### src/rtl/uart_pkg.sv
// Shared definitions for the console UART receive path.
// Holds the ASCII constants, the receiver state encoding, the bit-counter
// width helper and the ASCII-to-nibble decode (inverse of hex_to_ascii).
package uart_pkg;

  localparam logic [7:0] ASCII_0  = 8'h30;
  localparam logic [7:0] ASCII_9  = 8'h39;
  localparam logic [7:0] ASCII_A  = 8'h41;
  localparam logic [7:0] ASCII_F  = 8'h46;
  localparam logic [7:0] ASCII_a  = 8'h61;
  localparam logic [7:0] ASCII_f  = 8'h66;
  localparam logic [7:0] ASCII_CR = 8'h0D;
  localparam logic [7:0] ASCII_LF = 8'h0A;

  typedef enum logic [1:0] {
    IDLE,
    START,
    DATA,
    STOP
  } rx_state_t;

  // Width of a counter that must hold 0..n-1.
  function automatic int unsigned cnt_width(input int unsigned n);
    return (n <= 2) ? 1 : $clog2(n);
  endfunction

  // Returns {is_hex, nibble}; is_hex is 0 for any non-hex character.
  function automatic logic [4:0] ascii_to_nibble(input logic [7:0] c);
    logic [7:0] d;
    d = 8'h00;
    if (c >= ASCII_0 && c <= ASCII_9) begin
      d = c - ASCII_0;
      return {1'b1, d[3:0]};
    end
    if (c >= ASCII_A && c <= ASCII_F) begin
      d = c - ASCII_A + 8'd10;
      return {1'b1, d[3:0]};
    end
    if (c >= ASCII_a && c <= ASCII_f) begin
      d = c - ASCII_a + 8'd10;
      return {1'b1, d[3:0]};
    end
    return 5'b0_0000;
  endfunction

endpackage

### src/rtl/uart_in.sv
// 8N1 UART receiver: 2-flop synchroniser plus receive FSM.
// Ports:
//   clk, rst_n  - system clock, asynchronous active-low reset
//   line        - raw serial input, idle high, asynchronous to clk
//   rx_byte     - last accepted byte
//   byte_valid  - one-cycle strobe, the cycle after a good stop-bit sample
//   frame_err   - one-cycle strobe, the cycle after a low stop-bit sample
//   busy        - high whenever the FSM is not IDLE
module uart_in
  import uart_pkg::*;
#(
  parameter int unsigned CLKS_PER_BIT = 5208
) (
  input  logic       clk,
  input  logic       rst_n,
  input  logic       line,
  output logic [7:0] rx_byte,
  output logic       byte_valid,
  output logic       frame_err,
  output logic       busy
);

  localparam int unsigned CW = cnt_width(CLKS_PER_BIT);
  localparam logic [CW-1:0] LAST      = CW'(CLKS_PER_BIT - 1);
  localparam logic [CW-1:0] HALF_LAST = CW'(CLKS_PER_BIT / 2 - 1);

  logic            sync1;
  logic            sync2;
  rx_state_t       state;
  logic [CW-1:0]   cnt;
  logic [2:0]      idx;
  logic [7:0]      shreg;
  logic            brk;
  logic [1:0]      primed;
  logic            armed;

  always_ff @(posedge clk or negedge rst_n) begin
    if (!rst_n) begin
      sync1 <= 1'b1;
      sync2 <= 1'b1;
    end else begin
      sync1 <= line;
      sync2 <= sync1;
    end
  end

  // primed/armed: the synchroniser resets to 1, so a high value is only
  // trusted once real line samples have flushed through both flops.
  always_ff @(posedge clk or negedge rst_n) begin
    if (!rst_n) begin
      state      <= IDLE;
      cnt        <= '0;
      idx        <= '0;
      shreg      <= '0;
      rx_byte    <= '0;
      byte_valid <= 1'b0;
      frame_err  <= 1'b0;
      busy       <= 1'b0;
      brk        <= 1'b0;
      primed     <= '0;
      armed      <= 1'b0;
    end else begin
      byte_valid <= 1'b0;
      frame_err  <= 1'b0;
      primed     <= {primed[0], 1'b1};
      case (state)
        IDLE: begin
          if (!armed) begin
            if (primed[1] && sync2) armed <= 1'b1;
          end else if (!sync2) begin
            state <= START;
            cnt   <= '0;
            busy  <= 1'b1;
          end
        end
        START: begin
          if (cnt == HALF_LAST) begin
            cnt <= '0;
            if (sync2) begin
              state <= IDLE;
              busy  <= 1'b0;
            end else begin
              state <= DATA;
              idx   <= '0;
            end
          end else begin
            cnt <= cnt + 1'b1;
          end
        end
        DATA: begin
          if (cnt == LAST) begin
            cnt   <= '0;
            shreg <= {sync2, shreg[7:1]};
            if (idx == 3'd7) state <= STOP;
            else idx <= idx + 1'b1;
          end else begin
            cnt <= cnt + 1'b1;
          end
        end
        STOP: begin
          if (brk) begin
            // Hold off re-arming until a break has ended.
            if (sync2) begin
              brk   <= 1'b0;
              state <= IDLE;
              busy  <= 1'b0;
            end
          end else if (cnt == LAST) begin
            cnt <= '0;
            if (sync2) begin
              rx_byte    <= shreg;
              byte_valid <= 1'b1;
              state      <= IDLE;
              busy       <= 1'b0;
            end else begin
              frame_err <= 1'b1;
              brk       <= 1'b1;
            end
          end else begin
            cnt <= cnt + 1'b1;
          end
        end
        default: begin
          state <= IDLE;
          busy  <= 1'b0;
        end
      endcase
    end
  end

endmodule

### src/rtl/uart_hex_rx.sv
// Console hex receiver: decodes ASCII hex digits from a UART line and
// packs four of them, most significant first, into a 16-bit word.
// Ports:
//   clk, rst_n  - system clock, asynchronous active-low reset
//   in          - UART serial line, idle high
//   data        - last completed word, held until the next one completes
//   data_valid  - one-cycle pulse when data updates
//   err         - one-cycle pulse on framing error or illegal character
//   busy        - a frame is being received
module uart_hex_rx
  import uart_pkg::*;
#(
  parameter int unsigned CLKS_PER_BIT = 5208
) (
  input  logic        clk,
  input  logic        rst_n,
  input  logic        in,
  output logic [15:0] data,
  output logic        data_valid,
  output logic        err,
  output logic        busy
);

  logic [7:0]  rx_byte;
  logic        byte_valid;
  logic        frame_err;
  logic [1:0]  digits;
  // Only three digits are ever pending; the fourth goes straight to data.
  logic [11:0] acc;
  logic [4:0]  dec;

  uart_in #(.CLKS_PER_BIT(CLKS_PER_BIT)) u_rx (
    .clk        (clk),
    .rst_n      (rst_n),
    .line       (in),
    .rx_byte    (rx_byte),
    .byte_valid (byte_valid),
    .frame_err  (frame_err),
    .busy       (busy)
  );

  always_comb begin
    dec = ascii_to_nibble(rx_byte);
  end

  always_ff @(posedge clk or negedge rst_n) begin
    if (!rst_n) begin
      data       <= '0;
      data_valid <= 1'b0;
      err        <= 1'b0;
      digits     <= '0;
      acc        <= '0;
    end else begin
      data_valid <= 1'b0;
      err        <= 1'b0;
      if (frame_err) begin
        err    <= 1'b1;
        digits <= '0;
        acc    <= '0;
      end else if (byte_valid) begin
        if (dec[4]) begin
          if (digits == 2'd3) begin
            data       <= {acc, dec[3:0]};
            data_valid <= 1'b1;
            digits     <= '0;
            acc        <= '0;
          end else begin
            acc    <= {acc[7:0], dec[3:0]};
            digits <= digits + 1'b1;
          end
        end else begin
          digits <= '0;
          acc    <= '0;
          if (rx_byte != ASCII_CR && rx_byte != ASCII_LF) err <= 1'b1;
        end
      end
    end
  end

endmodule

### config.mk
export PLATFORM = sky130hd
export DESIGN_NAME = uart_hex_rx
export DESIGN_NICKNAME = d
export VERILOG_FILES = /design/src/rtl/uart_pkg.sv /design/src/rtl/uart_in.sv /design/src/rtl/uart_hex_rx.sv
export SDC_FILE = /design/constraint.sdc
export NUM_CORES = 1
export LEC_CHECK = 0
export ABC_CLOCK_PERIOD_IN_PS = 2600
export BUFFER_PORTS_ARGS = -buffer_cell sky130_fd_sc_hd__buf_2
export CORE_ASPECT_RATIO = 1.4
export CORE_MARGIN = 4
export CORE_UTILIZATION = 33
export CTS_CLUSTER_SIZE = 16
export DETAILED_ROUTE_END_ITERATION = 8
export SLEW_MARGIN = 20
export SYNTH_ARGS = -nofsm -noshare
export SYNTH_HDL_FRONTEND = slang
export SYNTH_HIERARCHICAL = 1
export SYNTH_SLANG_ARGS = --single-unit
### constraint.sdc
create_clock -name clk -period 2.6 [get_ports clk]
set_input_delay 0.52 -clock clk [delete_from_list [all_inputs] [get_ports clk]]
set_output_delay 0.52 -clock clk [all_outputs]
set_load 0.03 [all_outputs]
==> flow_summary.toml <==
[sta]
tightest_slew_ns = 0.871
finClkSkew_ns = 0.00697
finalSetupTns_ns = 0
hold_viol = 0
fin_crit_ns = 2.29
slew-limit-headroom_pct = 41.7
setup_viol = 0
rsz0062_at_grt = "no"
slew_viol_final = 0
max_freq_mhz = 437
period_share_pct = 88.0

[yosys]
yosys.area_share.simple_pct = 13.5
ys_top_cells_by_area = "dfrtp_1 (52%), mux2_2 (8.0%), a22o_1 (3.7%)"
synthAdderAreaFrac_pct = 2.84
synth_seq_cells = 75
ys.flop_type = "dfrtp_1"
synth_cells = 291
syn_nets = 302
synth_top_family_by_area = "compound AO/OA/AOI/OAI gates"
muxShareOfSynthArea_pct = 12.0
netlist.area_leader.share_pct = 51.8
yosysWarnings = 6
synth_xor_area_share_pct = 0
yosys.area.top_type = "dfrtp_1"
seq_area_frac_synth_pct = 53.3
syn_area_um2 = 3530
synth.most_common_cell = "dfrtp_1"
synth_common_cells = "dfrtp_1 (73), mux2_2 (25), nand2_1 (19)"
synth_edf_count = 0
synth_cell_type_count = 53
synth_area_per_cell_um2 = 12.1
async_flop_share_pct = 100
synth_compound_area_share_pct = 14.8

[critical_path]
arrival_ns = 2.50
crit_required_ns = 2.81
critPathMaxFanout = 13
worstPathCellList = "inv_1, ha_1, or3b_1, and3_4, o211ai_4, buf_4, mux2_2"
worstSetupPathType = "register to register"
cp_slowest_stage_delay_ns = 0.42
cp-end-kind = "register"
slowest_stage = "dfrtp_1"
crit_path_start_kind = "register"

[layout]
multi_input_area_um2 = 1530
final_cell_count_no_fill = 461
area_growth_syn_to_layout_pct = 16.6
drive_gt1_share_pct = 28.2
fillers = 973
fin_nets = 329
regArea_um2 = 1880
diodes = 0

[clocking]
cts.sinks = 75
cts_resized = 0
cts_tree = "built"
htree_levels = 3
clk_pin_slew_worst_paths_ns = 0.06
postCtsSetupRepairBufs = 0
clk_path_buf_depth = 2
cts_root_buf = "clkbuf_16"
cts_inserted_buffers = 9
cts_hold_buf = 0
clock_latency_ns = 0.33

[power_and_ir_drop]
power.total_mw = 2.81
power.leakage_nw = 1.98
power_density_nw_per_um2 = 683
ir_drop_v = 0.000304

[route]
wl_per_cell_um = 14.0
viasPerCell = 5.02
via_count = 2313
drt_iter0_drc = 81
drt_pass1_iterations = 4
drcViolationCount = 0
wl_mm = 6.46
ant_nets = 0

[floorplanning]
start_util_pct = 33.9
core-area_um2 = 10400
die_h_um = 130
rows = 44
boundaryPins = 22
die_area_um2 = 12400
die_w_um = 95.4

[grt]
overflow = 0
track_usage_pct = 11.5
grt_pass1_wl_mm = 11.1
antenna_found_initial = 0
grt_max_degree = 42
first_global_vias = 2347

[placement]
place_congestion = 0.796
dp_hpwl_mm = 4.68
port_buffers = 21
dp_cells = 445

[job]
drv_cap = 0

[min_path]
hold_class = "input pin to async pin"

[outcome]
status = "complete, no violations"
==> flip-flops by register name, summed over array words and instances (netlist names), 2 cells and up, named ones only <==
| register | cells |
|---|---|
| u_rx/idx | 3 |
| data | 16 |
| acc | 12 |
| u_rx/rx_byte | 8 |
| u_rx/primed | 2 |
| u_rx/shreg | 8 |
| u_rx/cnt | 13 |
| digits | 2 |
==> worst max-delay path: cells and delay by family (launching register included) <==
family / cells / cell delay [ns]
simple gates: 2 / 0.60
flops: 1 / 0.42
buf+inv: 2 / 0.40
mux: 1 / 0.36
compound gates: 1 / 0.22
fa+ha+maj: 1 / 0.18
==> final cells by class <==
class	count	area share [%]
clock buffers	12	6.24
flip-flops and latches	75	45.7
clock inverters	4	1.77
inverters	14	1.28
well taps	138	4.20
multi-input cells	191	37.1
repair buffers	27	3.71
==> through the flow <==
| stage | cell area, um^2 | util (%) | setup slack (ns) | hold slack (ns) |
|---|---|---|---|---|
| 2_1_floorplan | 3530 | - | 0.480 | 0.224 |
| 3_3_place_gp | 3780 | 36.4 | 0.384 | 0.333 |
| 3_5_place_dp | 3780 | 36.4 | 0.300 | 0.335 |
| 4_1_cts | 4110 | 39.5 | 0.296 | 0.180 |
| 5_1_grt | 4110 | 39.5 | 0.189 | 0.206 |
| 6_report | 4110 | 39.5 | 0.313 | 0.169 |
==> worst paths after layout <==
check	start	endpoint	slack, ns	cells after the start
max	u_rx/rx_byte[0]	data[15]	0.31	7
min reg2reg	u_rx/primed[0]	u_rx/primed[1]	0.35	0
max reg2reg	u_rx/rx_byte[0]	data[15]	0.31	7
min in group clk	in	u_rx/sync1	0.29	1
min	rst_n	acc[4]	0.17	1
max in group asynchronous	rst_n	u_rx/rx_byte[0]	1.80	2
==> where the power goes <==
part	total, mW	internal [mW]	switching (mW)
sequential	1.30	1.22	0.0794
combinational	0.170	0.0856	0.0843
clock	1.34	0.890	0.447
total	2.81	2.20	0.611
==> placed cells by master, fill, tap and decap left out, types with 2 or more instances in the layout <==
master / count
dfrtp_1: 73
mux2_2: 25
buf_2: 20
nand2_1: 19
o21ai_0: 16
a22o_1: 15
inv_1: 14
nor2_1: 14
a21oi_1: 11
clkbuf_16: 9
mux2_4: 8
ha_1: 8
nor2b_1: 7
a31oi_1: 7
buf_4: 7
nand3_1: 6
nor4_1: 4
and3_1: 4
or2_2: 3
nand4bb_1: 2
o2bb2ai_1: 2
mux2i_1: 2
a32o_1: 2
bufinv_16: 2
clkbuf_8: 2
and4bb_4: 2
a22oi_1: 2
o211a_1: 2
nor4b_1: 2
nand4_1: 2
nor4bb_1: 2
a41oi_1: 2
a41o_1: 2
dfstp_2: 2
==> cells by family (layout without fill, tap and decap cells) <==
| logic type | after synthesis | count (layout) |
|---|---|---|
| AND/OR/NAND/NOR | 75 | 75 |
| multiplexers | 35 | 35 |
| flip-flops | 75 | 75 |
| other | 1 | 1 |
| buffers and inverters | 25 | 57 |
| AO/OA/AOI/OAI | 72 | 72 |
| adder cells (fa/ha/maj) | 8 | 8 |
==> routing by layer <==
| layer | vias to the layer above | share of wire, % | routed length (um) | global-route usage (%) |
|---|---|---|---|---|
| met3 | 11 | 3.9 | 253 | 3.17 |
| met4 | 0 | 1.8 | 119 | 5.69 |
| met2 | 38 | 51 | 3320 | 19.4 |
| met5 | - | 0 | 0 | 0 |
| met1 | 1139 | 43 | 2770 | 13.3 |
| li1 | 1125 | - | - | - |
Note: power is estimated with default switching activity, not from simulation.
